[src/rtl/sc_matrix_max7219_driver.sv]
// MAX7219 8x8 matrix driver: runs a 5-word controller init after reset, then on a
// load request latches eight row patterns and shifts them out as eight 16-bit SPI words.
module sc_matrix_max7219_driver #(
  parameter int         NUMBER_DATAWIDTH = 8,
  parameter int         CLKDIV           = 4,
  parameter logic [3:0] INTENSITY        = 4'h8
) (
  input  logic                        SC_MATRIX_CLOCK_50,
  input  logic                        SC_MATRIX_RESET_InHigh,
  input  logic [NUMBER_DATAWIDTH-1:0] SC_MATRIX_regGAME_data7_InBus,
  input  logic [NUMBER_DATAWIDTH-1:0] SC_MATRIX_regGAME_data6_InBus,
  input  logic [NUMBER_DATAWIDTH-1:0] SC_MATRIX_regGAME_data5_InBus,
  input  logic [NUMBER_DATAWIDTH-1:0] SC_MATRIX_regGAME_data4_InBus,
  input  logic [NUMBER_DATAWIDTH-1:0] SC_MATRIX_regGAME_data3_InBus,
  input  logic [NUMBER_DATAWIDTH-1:0] SC_MATRIX_regGAME_data2_InBus,
  input  logic [NUMBER_DATAWIDTH-1:0] SC_MATRIX_regGAME_data1_InBus,
  input  logic [NUMBER_DATAWIDTH-1:0] SC_MATRIX_regGAME_data0_InBus,
  input  logic                        SC_MATRIX_load_InLow,
  output logic                        SC_MATRIX_busy_Out,
  output logic                        SC_MATRIX_done_Out,
  output logic                        SC_MATRIX_max_din_Out,
  output logic                        SC_MATRIX_max_sclk_Out,
  output logic                        SC_MATRIX_max_cs_OutLow
);

  // Top-level sequencing
  localparam logic [1:0] ST_INIT  = 2'd0;
  localparam logic [1:0] ST_IDLE  = 2'd1;
  localparam logic [1:0] ST_FRAME = 2'd2;

  // Word engine phases; each value describes what the current cycle is doing.
  // PH_LAUNCH only follows reset: cs is still high and the next edge starts word 0.
  localparam logic [1:0] PH_LAUNCH = 2'd0;
  localparam logic [1:0] PH_WLOAD  = 2'd1;
  localparam logic [1:0] PH_SHIFT  = 2'd2;
  localparam logic [1:0] PH_GAP    = 2'd3;

  localparam int DIV_W = (CLKDIV > 1) ? $clog2(2 * CLKDIV) : 1;
  localparam logic [DIV_W-1:0] HALF_LAST = DIV_W'(CLKDIV - 1);
  localparam logic [DIV_W-1:0] GAP_LAST  = DIV_W'(2 * CLKDIV - 1);

  logic [1:0]       state_q, state_d;
  logic [1:0]       phase_q, phase_d;
  logic [DIV_W-1:0] div_q, div_d;
  logic [3:0]       bit_q, bit_d;
  logic [2:0]       word_q, word_d;
  logic             cs_q, cs_d;
  logic             sclk_q, sclk_d;
  logic             din_q, din_d;
  logic             busy_q, busy_d;
  logic             done_q, done_d;

  logic [NUMBER_DATAWIDTH-1:0] rows_q [8];
  logic [NUMBER_DATAWIDTH-1:0] rows_d [8];
  logic [NUMBER_DATAWIDTH-1:0] row_in [8];

  logic [2:0]  next_idx;
  logic [3:0]  bit_m1;
  logic        in_init;
  logic        last_word;
  logic [15:0] cur_word;
  logic [15:0] nxt_word;
  logic [15:0] first_word;

  assign row_in[0] = SC_MATRIX_regGAME_data0_InBus;
  assign row_in[1] = SC_MATRIX_regGAME_data1_InBus;
  assign row_in[2] = SC_MATRIX_regGAME_data2_InBus;
  assign row_in[3] = SC_MATRIX_regGAME_data3_InBus;
  assign row_in[4] = SC_MATRIX_regGAME_data4_InBus;
  assign row_in[5] = SC_MATRIX_regGAME_data5_InBus;
  assign row_in[6] = SC_MATRIX_regGAME_data6_InBus;
  assign row_in[7] = SC_MATRIX_regGAME_data7_InBus;

  // Init words are fixed; frame word k targets digit register k+1.
  function automatic logic [15:0] word_of(input logic init_sel, input logic [2:0] k,
                                          input logic [7:0] row);
    logic [15:0] w;
    w = 16'h0000;
    if (init_sel) begin
      case (k)
        3'd0:    w = 16'h0C01;
        3'd1:    w = 16'h0900;
        3'd2:    w = {8'h0A, 4'h0, INTENSITY};
        3'd3:    w = 16'h0B07;
        3'd4:    w = 16'h0F00;
        default: w = 16'h0000;
      endcase
    end else begin
      w = {4'h0, {1'b0, k} + 4'd1, row};
    end
    return w;
  endfunction

  assign next_idx   = word_q + 3'd1;
  assign bit_m1     = bit_q - 4'd1;
  assign in_init    = (state_q == ST_INIT);
  assign last_word  = in_init ? (word_q == 3'd4) : (word_q == 3'd7);
  assign cur_word   = word_of(in_init, word_q, 8'(rows_q[word_q]));
  assign nxt_word   = word_of(in_init, next_idx, 8'(rows_q[next_idx]));
  assign first_word = word_of(1'b0, 3'd0, 8'(row_in[0]));

  always_comb begin
    state_d = state_q;
    phase_d = phase_q;
    div_d   = div_q;
    bit_d   = bit_q;
    word_d  = word_q;
    rows_d  = rows_q;
    cs_d    = cs_q;
    sclk_d  = sclk_q;
    din_d   = din_q;
    busy_d  = busy_q;
    done_d  = 1'b0;

    case (state_q)
      ST_IDLE: begin
        cs_d   = 1'b1;
        sclk_d = 1'b0;
        din_d  = 1'b0;
        busy_d = 1'b0;
        // Accepting edge latches the rows and already drops cs for word 0.
        if (!SC_MATRIX_load_InLow) begin
          rows_d  = row_in;
          state_d = ST_FRAME;
          busy_d  = 1'b1;
          word_d  = 3'd0;
          bit_d   = 4'd15;
          div_d   = '0;
          phase_d = PH_WLOAD;
          cs_d    = 1'b0;
          din_d   = first_word[15];
        end
      end

      ST_INIT, ST_FRAME: begin
        case (phase_q)
          PH_LAUNCH: begin
            cs_d    = 1'b0;
            sclk_d  = 1'b0;
            din_d   = cur_word[15];
            bit_d   = 4'd15;
            div_d   = '0;
            phase_d = PH_WLOAD;
          end

          PH_WLOAD, PH_SHIFT: begin
            phase_d = PH_SHIFT;
            if (div_q == HALF_LAST) begin
              div_d = '0;
              if (!sclk_q) begin
                sclk_d = 1'b1;
              end else if (bit_q == 4'd0) begin
                // Rising cs here is what latches the word inside the MAX7219.
                sclk_d  = 1'b0;
                cs_d    = 1'b1;
                din_d   = 1'b0;
                phase_d = PH_GAP;
              end else begin
                sclk_d = 1'b0;
                bit_d  = bit_m1;
                din_d  = cur_word[bit_m1];
              end
            end else begin
              div_d = div_q + DIV_W'(1);
            end
          end

          default: begin
            if (div_q == GAP_LAST) begin
              div_d = '0;
              if (last_word) begin
                state_d = ST_IDLE;
                phase_d = PH_LAUNCH;
                busy_d  = 1'b0;
                done_d  = (state_q == ST_FRAME);
                word_d  = 3'd0;
              end else begin
                word_d  = next_idx;
                bit_d   = 4'd15;
                phase_d = PH_WLOAD;
                cs_d    = 1'b0;
                din_d   = nxt_word[15];
              end
            end else begin
              div_d = div_q + DIV_W'(1);
            end
          end
        endcase
      end

      default: begin
        state_d = ST_INIT;
        phase_d = PH_LAUNCH;
        busy_d  = 1'b1;
        cs_d    = 1'b1;
        sclk_d  = 1'b0;
        din_d   = 1'b0;
      end
    endcase
  end

  always_ff @(posedge SC_MATRIX_CLOCK_50) begin
    if (SC_MATRIX_RESET_InHigh) begin
      state_q <= ST_INIT;
      phase_q <= PH_LAUNCH;
      div_q   <= '0;
      bit_q   <= 4'd15;
      word_q  <= 3'd0;
      cs_q    <= 1'b1;
      sclk_q  <= 1'b0;
      din_q   <= 1'b0;
      busy_q  <= 1'b1;
      done_q  <= 1'b0;
      for (int i = 0; i < 8; i++) rows_q[i] <= '0;
    end else begin
      state_q <= state_d;
      phase_q <= phase_d;
      div_q   <= div_d;
      bit_q   <= bit_d;
      word_q  <= word_d;
      cs_q    <= cs_d;
      sclk_q  <= sclk_d;
      din_q   <= din_d;
      busy_q  <= busy_d;
      done_q  <= done_d;
      rows_q  <= rows_d;
    end
  end

  assign SC_MATRIX_busy_Out      = busy_q;
  assign SC_MATRIX_done_Out      = done_q;
  assign SC_MATRIX_max_din_Out   = din_q;
  assign SC_MATRIX_max_sclk_Out  = sclk_q;
  assign SC_MATRIX_max_cs_OutLow = cs_q;

endmodule
[config.mk]
export PLATFORM = sky130hd
export DESIGN_NAME = sc_matrix_max7219_driver
export DESIGN_NICKNAME = d
export VERILOG_FILES = /design/src/rtl/sc_matrix_max7219_driver.sv
export SDC_FILE = /design/constraint.sdc
export NUM_CORES = 1
export LEC_CHECK = 0
export ABC_CLOCK_PERIOD_IN_PS = 6970
export CAP_MARGIN = 20
export CORE_ASPECT_RATIO = 0.8
export CORE_MARGIN = 5
export CORE_UTILIZATION = 59
export CTS_BUF_LIST = sky130_fd_sc_hd__clkbuf_4
export CTS_CLUSTER_SIZE = 25
export DETAILED_ROUTE_END_ITERATION = 7
export GPL_TIMING_DRIVEN = 0
export PLACE_DENSITY = 0.91
export SLEW_MARGIN = 15
export SYNTH_ARGS = -nofsm -noshare
export SYNTH_HDL_FRONTEND = slang
export SYNTH_SLANG_ARGS = --single-unit
[constraint.sdc]
create_clock -name SC_MATRIX_CLOCK_50 -period 6.97 [get_ports SC_MATRIX_CLOCK_50]
set_clock_uncertainty 0.2 [all_clocks]
set_input_delay 0.697 -clock SC_MATRIX_CLOCK_50 [delete_from_list [all_inputs] [get_ports SC_MATRIX_CLOCK_50]]
set_output_delay 0.697 -clock SC_MATRIX_CLOCK_50 [all_outputs]
set_load 0.1 [all_outputs]
Yosys cells after proc, flatten, opt, wreduce, memory -nomap -nowiden
Index checks and enable logic that the tools add are counted.
{"block": "classes", "n_addsub": 5, "magnitude_cmp": 3, "n_eq_ne": 28, "n_mux": 65, "n_bitwise": 6, "reduce_logical": 23}
{"op": "one-hot mux 12 bit (5 select lines)", "n": 2}
{"op": "binary-select mux 8 bit (select 3 bit)", "n": 2}
{"op": "2-to-1 mux 16 bit", "n": 2}
{"op": "2-to-1 mux 8 bit", "n": 4}
{"op": "2-to-1 mux 4 bit", "n": 6}
{"op": "2-to-1 mux 1 bit", "n": 23}
{"op": "2-to-1 mux 3 bit", "n": 6}
{"op": "one-hot mux 3 bit (2 select lines)", "n": 3}
{"op": "one-hot mux 4 bit (2 select lines)", "n": 2}
{"op": "== test 3 x 2 -> 1 bit (second input constant)", "n": 5}
{"op": "== test 3 bit (second input constant)", "n": 4}
{"op": "2-to-1 mux 2 bit", "n": 6}
{"op": "inequality test 2 bit (second input constant)", "n": 6}
{"op": "inequality test 3 bit (second input constant)", "n": 4}
{"op": "one-hot mux 2 bit (2 select lines)", "n": 3}
{"op": "AND reduction 4 bit", "n": 3}
{"op": "one-hot mux 1 bit (2 select lines)", "n": 5}
{"op": "adder 3 x 1 -> 4 bit (second input constant)", "n": 2}
{"op": ">= comparator 4 bit (second input constant)", "n": 2}
{"op": "inequality test 4 bit (second input constant)", "n": 2}
{"op": "inverter 3 -> 4 bit", "n": 2}
{"op": "AND reduction 2 bit", "n": 4}
{"op": "AND reduction 7 bit", "n": 1}
{"op": "OR reduction 7 bit", "n": 1}
{"op": "18 further kinds", "n": 30}
{"block": "word_totals", "ff_bits": 83, "input_bits": 67, "output_inout_bits": 5, "word_cells": 148}

Longest topological paths before layout
Gate-level depths: netlist of the first run.
{"block": "depth", "depth_word": 11, "mapped_depth": 10, "depth_no_buf": 8}

Least setup slack after synthesis of the first run
No wires, ideal clock.
{"block": "synth_timing", "kind": "flip-flop to flip-flop", "startpoint": "register word_q[1]", "endpoint": "register din_q, in the netlist SC_MATRIX_max_din_Out", "setup_time_ps": 119, "t_arrival_ps": 2192, "required_ps": 6651, "path_slack_ps": 4460, "path_stages_with_launch": 11, "path_buffers": 2, "period_less_slack_ps": 2510, "cell_sequence": "dfxtp_1 buf_2 buf_2 inv_1 ha_1 nor3_1 or3_1 a21oi_1 a2111oi_1 a2111oi_2 o221a_1"}
{"block": "synth_via", "elab_chain_len": 11, "elab_cells_between_ends": 22, "classes_between": "add/sub (1); eq/ne (6); mux (12); bitwise (1); reduce/logical (2)"}
{"element": "from (decl)", "line": "46", "text": "logic [2:0] word_q, word_d;"}
{"element": "from (signal assigned)", "line": "220", "text": "word_q <= word_d;"}
{"element": "inverter 3 -> 4 bit (not written as such)", "line": "98", "text": "assign cur_word = word_of(in_init, word_q, 8'(rows_q[word_q]));"}
{"element": "binary-select mux 8 bit (select 3 bit)", "line": "98"}
{"element": "2-to-1 mux 8 bit (not written as such) (2 in a row)", "line": "98"}
{"element": "2-to-1 mux 16 bit", "line": "79", "text": "if (init_sel) begin"}
{"element": "binary-select mux 1 bit (select 4 bit)", "line": "161", "text": "din_d = cur_word[bit_m1];"}
{"element": "2-to-1 mux 1 bit (not written as such)", "line": "161"}
{"element": "2-to-1 mux 1 bit", "line": "152", "text": "end else if (bit_q == 4'd0) begin"}
{"element": "2-to-1 mux 1 bit", "line": "150", "text": "if (!sclk_q) begin"}
{"element": "2-to-1 mux 1 bit", "line": "148", "text": "if (div_q == HALF_LAST) begin"}
{"element": "one-hot mux 1 bit (2 select lines)", "line": "136", "text": "case (phase_q)"}
{"element": "to (signal assigned)", "line": "223", "text": "din_q <= din_d;"}
{"element": "to (decl)", "line": "49", "text": "logic din_q, din_d;"}
Several ways; a longest one is shown, not always the timed one. The select of a mux whose other input is x is not followed.
A chain may end at the register's enable or synchronous reset.

Worst setup path in the final report of the first run
{"block": "layout_timing", "startpoint": "register word_q[1]", "endpoint": "register bit_q[1]"}
{"block": "layout_via", "elab_chain_len": 4, "elab_cells_between_ends": 5, "classes_between": "eq/ne (3); mux (1); reduce/logical (1)"}
{"element": "== test 3 bit", "line": "97", "text": "assign last_word = in_init ? (word_q == 3'd4) : (word_q == 3'd7);"}
{"element": "2-to-1 mux 1 bit (*)", "line": "97"}
{"element": "inequality test 4 bit (no line) (*)"}
{"element": "AND reduction 7 bit (no line) (*)"}
{"element": "to (signal assigned)", "line": "219", "text": "bit_q <= bit_d;"}
{"element": "to (decl)", "line": "45", "text": "logic [3:0] bit_q, bit_d;"}
Every way passes the cells marked *; elsewhere a longest branch is shown, timed or not.

==> results of run 1 <==
## critical path, stage by stage (launching register included)
cell and delay (ps):
dfxtp_1 390, buf_2 320, buf_2 320, inv_1 160, ha_1 280, nand4bb_1 150
a31oi_1 100, o21ai_0 510, a21oi_1 130, nor2_1 300, mux2i_1 240
## Yosys cell counts, drive strengths merged, types with 2 or more instances
master | number | area, um2
clkbuf | 24 | 90.1
nand3 | 10 | 50.1
nor2 | 22 | 82.6
o221ai | 2 | 17.5
dfxtp | 83 | 1660
nand2 | 143 | 537
nor3 | 3 | 15.0
buf | 14 | 76.3
mux2i | 10 | 100
o31ai | 2 | 15.0
nor4 | 4 | 25.0
a31oi | 5 | 31.3
o21ai | 11 | 55.1
a22oi | 2 | 15.0
a2111oi | 3 | 33.8
nor3b | 3 | 22.5
nand2b | 3 | 18.8
a221o | 2 | 20.0
and3 | 4 | 25.0
a21oi | 75 | 375
or2 | 2 | 12.5
a21o | 2 | 15.0
inv | 12 | 45.0
a211oi | 4 | 30.0
mux4 | 14 | 315
ha | 13 | 163
nand4 | 5 | 31.3
## report_power, final
group | switching (mW) | total (mW) | leakage [nW] | internal (mW)
combinational | 0.163 | 0.283 | 0.911 | 0.120
sequential | 0.0169 | 0.510 | 0.670 | 0.494
clock | 0.182 | 0.331 | 0.0926 | 0.149
total | 0.361 | 1.12 | 1.67 | 0.762
## placed cells by master (no fill, tap or decap), types with 7 or more instances in the layout
master           count
clkbuf_4             9
mux2i_1             10
clkdlybuf4s50_1     71
a21oi_1             75
nor2_1              22
o21ai_0             11
ha_1                13
buf_2                7
clkbuf_1            24
inv_1               12
dfxtp_1             83
nand2_1            143
mux4_2              14
nand3_1             10
## cell type report
| class | count | area share |
|---|---|---|
| Multi-Input combinational cell | 362 | 0.430 |
| Sequential cell | 83 | 0.331 |
| Timing Repair Buffer | 71 | 0.141 |
| Buffer | 38 | 0.0331 |
| Tap cell | 87 | 0.0217 |
| Clock inverter | 7 | 0.0197 |
| Clock buffer | 9 | 0.0134 |
| Inverter | 13 | 0.00971 |
## per-layer routing
layer	global-route usage	wire length (um)	vias up
li1	-	-	1881
met1	0.379	4540	1881
met2	0.421	5310	251
met3	0.0752	1330	52
met4	0.108	357	0
met5	0	0	-
## state kept, by name, summed over array words and instances (netlist names)
register / cells
SC_MATRIX_done_Out: 1
bit_q: 4
rows_q: 64
SC_MATRIX_busy_Out: 1
phase_q: 2
SC_MATRIX_max_din_Out: 1
word_q: 3
SC_MATRIX_max_cs_OutLow: 1
SC_MATRIX_max_sclk_Out: 1
state_q: 2
div_q: 3
## worst paths after layout
path | end | depth (start not counted) | slack, ps
worst max-delay path | bit_q[1]$_SDFFE_PP1P_ | 10 | 3800
worst max register to register | bit_q[1]$_SDFFE_PP1P_ | 10 | 3800
worst min register to register | rows_q[51]$_SDFFE_PP0P_ | 2 | 260
worst min-delay path | rows_q[51]$_SDFFE_PP0P_ | 2 | 260
## metrics by stage
stage | setup slack, ps | std cells | hold WS (ps) | total power [mW] | util
final | 3800 | 670 | 264 | 1.12 | 0.744
after global routing | 3540 | 670 | 289 | 1.17 | 0.744
after CTS | 3920 | 670 | 265 | 1.12 | 0.744
after detailed placement | 3950 | 654 | 247 | 0.792 | 0.719
after global placement | 4000 | 654 | 240 | 0.784 | 0.719
after floorplan | 4460 | 496 | 233 | 0.705 | -
## cells by family (layout without fill, tap and decap cells)
family	Yosys count	count (layout)
AO/OA/AOI/OAI	118	118
flip-flops	83	83
adder cells (fa/ha/maj)	13	13
buffers and inverters	51	138
multiplexers	25	25
XOR/XNOR	2	2
AND/OR/NAND/NOR	204	204
==> flow_metrics.py, run 1 <==
metrics = {
    "status": {
        "violations": "DRC",
        "status": "complete, but fails checks",
    },
    "synthesis": {
        "synth_xor_area_frac": 0.00434,
        "synth_warnings": 0,
        "ys_seq_area_frac": 0.412,
        "synth_top_family_by_area": "simple AND/OR/NAND/NOR gates",
        "synthCells": 496,
        "ys_async_sr_fraction": 0,
        "syn_area_um2": 4040,
        "synth_edf_count": 0,
        "ys_ff_latch": 83,
        "ys.flop_type": "dfxtp_1",
        "synth_fa_ha_area_frac": 0.0403,
        "ys_types": 51,
        "synth_compound_area_frac": 0.172,
        "synth-simple-area-share": 0.213,
        "synth_mux_area_frac": 0.106,
        "synth.net_count": 576,
        "synth_area_per_cell_um2": 8.14,
    },
    "critical_path": {
        "required_ps": 7160,
        "crit_fanout": 10,
        "crit_path_start_kind": "flip-flop",
        "r2r-start": "word_q[1]$_SDFFE_PP0P_",
        "critPathLaunch": "word_q[1]$_SDFFE_PP0P_",
        "criticalPathCategory": "reg -> reg",
        "endpoint_kind": "flip-flop",
        "worst_ep_arrival_time_ps": 3360,
    },
    "route": {
        "routedWlPerCell_um": 17.2,
        "via_per_inst": 6.07,
        "drt_iter0_markers": 476,
        "ant_nets": 0,
        "vias": 4065,
        "firstDrtPassIters": 8,
        "drcViolationCount": 1,
        "routed_wl_um": 11500,
    },
    "finish": {
        "layout-drive-gt1-share": 0.0738,
        "seqCellArea_um2": 1660,
        "fin_area_um2": 5020,
        "syn_to_final_growth_pct": 24.4,
        "fillers": 493,
        "layout.nets": 658,
        "multi_input_area_um2": 2160,
        "diodes": 0,
    },
    "grt": {
        "grtUsageTotal": 0.280,
        "antenna_found_initial": 0,
        "grt_pass1_vias": 3946,
        "grt_overflow": 0,
        "grt_max_degree": 16,
        "grt_pass1_wl_um": 19000,
    },
    "sta": {
        "fin_crit_ps": 3170,
        "hold_viol": 0,
        "rsz0062_at_grt": "false",
        "tns_ps": 0,
        "slew_headroom": 0.356,
        "finalSetupViolCount": 0,
        "slew_viol_final": 0,
        "fin_crit_sh": 0.455,
        "tightest_slew_ps": 963,
        "max_freq_mhz": 316,
    },
    "place": {
        "io_buffers": 71,
        "place_area_um2": 4860,
        "gp_congestion": 1.02,
        "hpwl_um": 8710,
    },
    "floorplan": {
        "die_h_um": 84.0,
        "rows": 27,
        "initial_core_util": 0.598,
        "core_um2": 6760,
        "die_area_um2": 8610,
        "ios": 72,
        "die_x_um": 102,
    },
    "clocking": {
        "post_cts_resized": 0,
        "path_clk_slew_ps": 140,
        "cts_buffers": 9,
        "clockBufferDepth": 2,
        "h-tree-depth": 3,
        "numClockSinks": 83,
        "postCtsSetupBuffers": 0,
        "insertion_delay_ps": 460,
        "cts_tree": "yes",
        "clock_tree.root_cell": "clkbuf_4",
        "cts_hold_buf": 0,
    },
    "hold_path": {
        "hp-class": "reg -> reg",
        "min_from": "rows_q[51]$_SDFFE_PP0P_",
    },
    "flow_run": {
        "cap_violations": 0,
    },
    "power_and_ir_drop": {
        "power.density_nw_per_um2": 224,
        "p_leak_nw": 1.67,
        "ir_worst_vdd_uv": 111,
    },
}
(Power assumes the default switching activity.)
==> run 2, diff against run 1 <==
--- a/config.mk
+++ b/config.mk
@@ -5,16 +5,16 @@
 export SDC_FILE = /design/constraint.sdc
 export NUM_CORES = 1
 export LEC_CHECK = 0
-export ABC_CLOCK_PERIOD_IN_PS = 6970
+export ABC_CLOCK_PERIOD_IN_PS = 2900
 export CAP_MARGIN = 20
 export CORE_ASPECT_RATIO = 0.8
 export CORE_MARGIN = 5
-export CORE_UTILIZATION = 59
+export CORE_UTILIZATION = 49
 export CTS_BUF_LIST = sky130_fd_sc_hd__clkbuf_4
 export CTS_CLUSTER_SIZE = 25
 export DETAILED_ROUTE_END_ITERATION = 7
 export GPL_TIMING_DRIVEN = 0
-export PLACE_DENSITY = 0.91
+export PLACE_DENSITY = 0.81
 export SLEW_MARGIN = 15
 export SYNTH_ARGS = -nofsm -noshare
 export SYNTH_HDL_FRONTEND = slang
==> constraint.sdc (replaced) <==
create_clock -name SC_MATRIX_CLOCK_50 -period 2.9 [get_ports SC_MATRIX_CLOCK_50]
set_clock_uncertainty 0.2 [all_clocks]
set_input_delay 0.29 -clock SC_MATRIX_CLOCK_50 [delete_from_list [all_inputs] [get_ports SC_MATRIX_CLOCK_50]]
set_output_delay 0.29 -clock SC_MATRIX_CLOCK_50 [all_outputs]
set_load 0.1 [all_outputs]
==> run 2 against run 1 <==
Compared with the run above: die area up 18%; the run now ends clean; sequential cell count unchanged; cell area about the same; register-to-register slack worse by 3600 ps; first-iteration DRC count down 53%; non-clock buffer count down 1; total power up 130%; maximum frequency up 17%; core utilization down 11 points; largest cell class unchanged; sequential power up 140%.
==> flow_metrics.py, run 2 (same netlist as run 1, synthesis figures left out) <==
metrics = {
    "route": {
        "routed_wl_um": 11000,
        "routedWlPerCell_um": 16.0,
        "drcViolationCount": 0,
        "via_per_inst": 5.55,
        "vias": 3829,
        "firstDrtPassIters": 5,
        "ant_nets": 0,
        "drt_iter0_markers": 226,
    },
    "clocking": {
        "numClockSinks": 83,
        "cts_tree": "yes",
        "cts_hold_buf": 0,
        "insertion_delay_ps": 450,
        "clock_tree.root_cell": "clkbuf_4",
        "cts_buffers": 9,
        "clockBufferDepth": 2,
        "path_clk_slew_ps": 150,
        "h-tree-depth": 3,
    },
    "sta": {
        "hold_ws_ps": 165,
        "tightest_slew_ps": 969,
        "fin_crit_ps": 2700,
        "max_freq_mhz": 371,
        "finalSetupViolCount": 0,
        "fin_ws_ps": 203,
        "fin_crit_sh": 0.930,
        "slew_viol_final": 0,
        "rsz0062_at_grt": "false",
        "slew_headroom": 0.352,
        "hold_viol": 0,
    },
    "floorplan": {
        "rows": 29,
        "initial_core_util": 0.506,
        "ios": 72,
        "die_x_um": 111,
        "core_um2": 7980,
        "die_area_um2": 10200,
        "die_h_um": 91.2,
    },
    "grt": {
        "antenna_found_initial": 0,
        "grt_pass1_vias": 3740,
        "grt_pass1_wl_um": 18500,
        "grt_overflow": 0,
        "grt_max_degree": 18,
        "grtUsageTotal": 0.223,
    },
    "critical_path": {
        "criticalPathCategory": "reg -> reg",
        "endpoint_kind": "flip-flop",
        "required_ps": 3040,
        "crit_fanout": 9,
        "crit_path_start_kind": "flip-flop",
        "worst_ep_arrival_time_ps": 2840,
    },
    "power_and_ir_drop": {
        "seqPwrFrac": 0.475,
        "ir_worst_vdd_uv": 458,
        "switching_power_mw": 0.896,
        "total_power_mw": 2.58,
        "power.density_nw_per_um2": 512,
        "p_leak_nw": 1.65,
        "switching_share": 0.348,
        "pwr-share-clk": 0.256,
        "p_int_mw": 1.68,
        "comb_power_share": 0.269,
    },
    "status": {
        "status": "complete, no violations",
    },
    "place": {
        "io_buffers": 71,
        "dp.cells": 675,
        "gp_congestion": 0.905,
        "pre_cts_ws_ps": -210,
        "place_area_um2": 4880,
        "hpwl_um": 8650,
    },
    "finish": {
        "top_register": "rows_q",
        "layoutNonFillerInstCount": 690,
        "reg_top3": "rows_q: 64 flops, bit_q: 4 flops",
        "diodes": 0,
        "final_common_cell": "nand2_1",
        "layout.nets": 657,
        "largest_reg_flops": 64,
        "syn_to_final_growth_pct": 24.5,
        "layout-drive-gt1-share": 0.0773,
        "layout_common_cells": "143 x nand2_1, 83 x dfxtp_1, 75 x a21oi_1",
        "fin_area_um2": 5030,
    },
    "hold_path": {
        "hp-class": "in -> reg",
    },
    "flow_run": {
        "cap_violations": 0,
    },
}
[run 2: cell types whose count changed in the layout (fill, tap and decap cells not counted)]
| cell | before | now |
|---|---|---|
| buf_2 | 7 | 5 |
| buf_4 | 0 | 1 |
| ha_1 | 13 | 12 |
| a2111oi_1 | 1 | 0 |
| a2111oi_2 | 1 | 2 |
| clkinv_2 | 2 | 1 |
| clkinv_8 | 0 | 1 |
| clkinvlp_4 | 0 | 1 |
| inv_8 | 1 | 2 |
| o21ai_0 | 11 | 10 |
| ha_2 | 0 | 1 |
| bufinv_16 | 2 | 0 |
| o21ai_2 | 0 | 1 |
[run 2: worst paths after layout]
check | cells after the start | slack (ps) | end | startpoint
max | 9 | 200 | SC_MATRIX_max_din_Out$_SDFFE_PP0P_ | word_q[0]$_SDFFE_PP0P_
min | 3 | 170 | rows_q[38]$_SDFFE_PP0P_ | SC_MATRIX_regGAME_data3_InBus[6]
max reg2reg | 9 | 200 | SC_MATRIX_max_din_Out$_SDFFE_PP0P_ | word_q[0]$_SDFFE_PP0P_
min reg2reg | 2 | 270 | rows_q[27]$_SDFFE_PP0P_ | rows_q[27]$_SDFFE_PP0P_
[run 2: cell type report]
class | instances | area (um2)
plain buffers | 37 | 164
clock buffers | 9 | 67.6
clock inverters | 7 | 68.8
fillers | 741 | 2950
inverters | 13 | 48.8
multi-input cells | 362 | 2170
flip-flops and latches | 83 | 1660
well taps | 108 | 135
repair buffers | 71 | 711
[run 2: power by group through the flow]
stage / combinational, mW / sequential [mW] / clock [mW]
floorplan: 0.401 / 1.29 / 0
global placement: 0.652 / 1.24 / 0
detailed placement: 0.668 / 1.25 / 0
CTS: 0.682 / 1.22 / 0.669
global route: 0.744 / 1.23 / 0.715
finish: 0.692 / 1.22 / 0.659
[run 2: layer usage]
metal  wire length [um]  global-route usage  vias to the layer above
li1                   -                   -                     1889
met1               5000               0.308                     1780
met2               5020               0.349                      146
met3                920              0.0565                       14
met4                101              0.0618                        0
met5                  0                   0                        -
[run 2: what timing repair did]
action                                  4_1_cts  5_1_grt
endpoints found under the setup margin        4        3
resized for setup                             3        2
setup buffers                                 0        0
[run 2: per-stage QoR]
stage / TNS, ps / utilization
final: 0 / 0.630
after CTS: 0 / 0.630
after floorplan: 0 / -
after global placement: -232 / 0.612
after global routing: 0 / 0.630
after detailed placement: -601 / 0.612
[run 2: critical path, stage by stage (launching register included)]
cell and delay [ps]:
dfxtp_1 380, buf_2 310, inv_1 220, ha_1 300, nor3_1 240, or3_1 140, a21oi_1 80, a2111oi_2 380
a2111oi_2 90, o221a_1 250
==> run 3, diff against run 2 <==
--- a/config.mk
+++ b/config.mk
@@ -15,7 +15,7 @@
 export DETAILED_ROUTE_END_ITERATION = 7
 export GPL_TIMING_DRIVEN = 0
 export PLACE_DENSITY = 0.81
-export SLEW_MARGIN = 15
+export SLEW_MARGIN = 20
 export SYNTH_ARGS = -nofsm -noshare
 export SYNTH_HDL_FRONTEND = slang
 export SYNTH_SLANG_ARGS = --single-unit
==> results of run 3 <==
No change in the layout: final DEF, timing and power equal those of run 2.
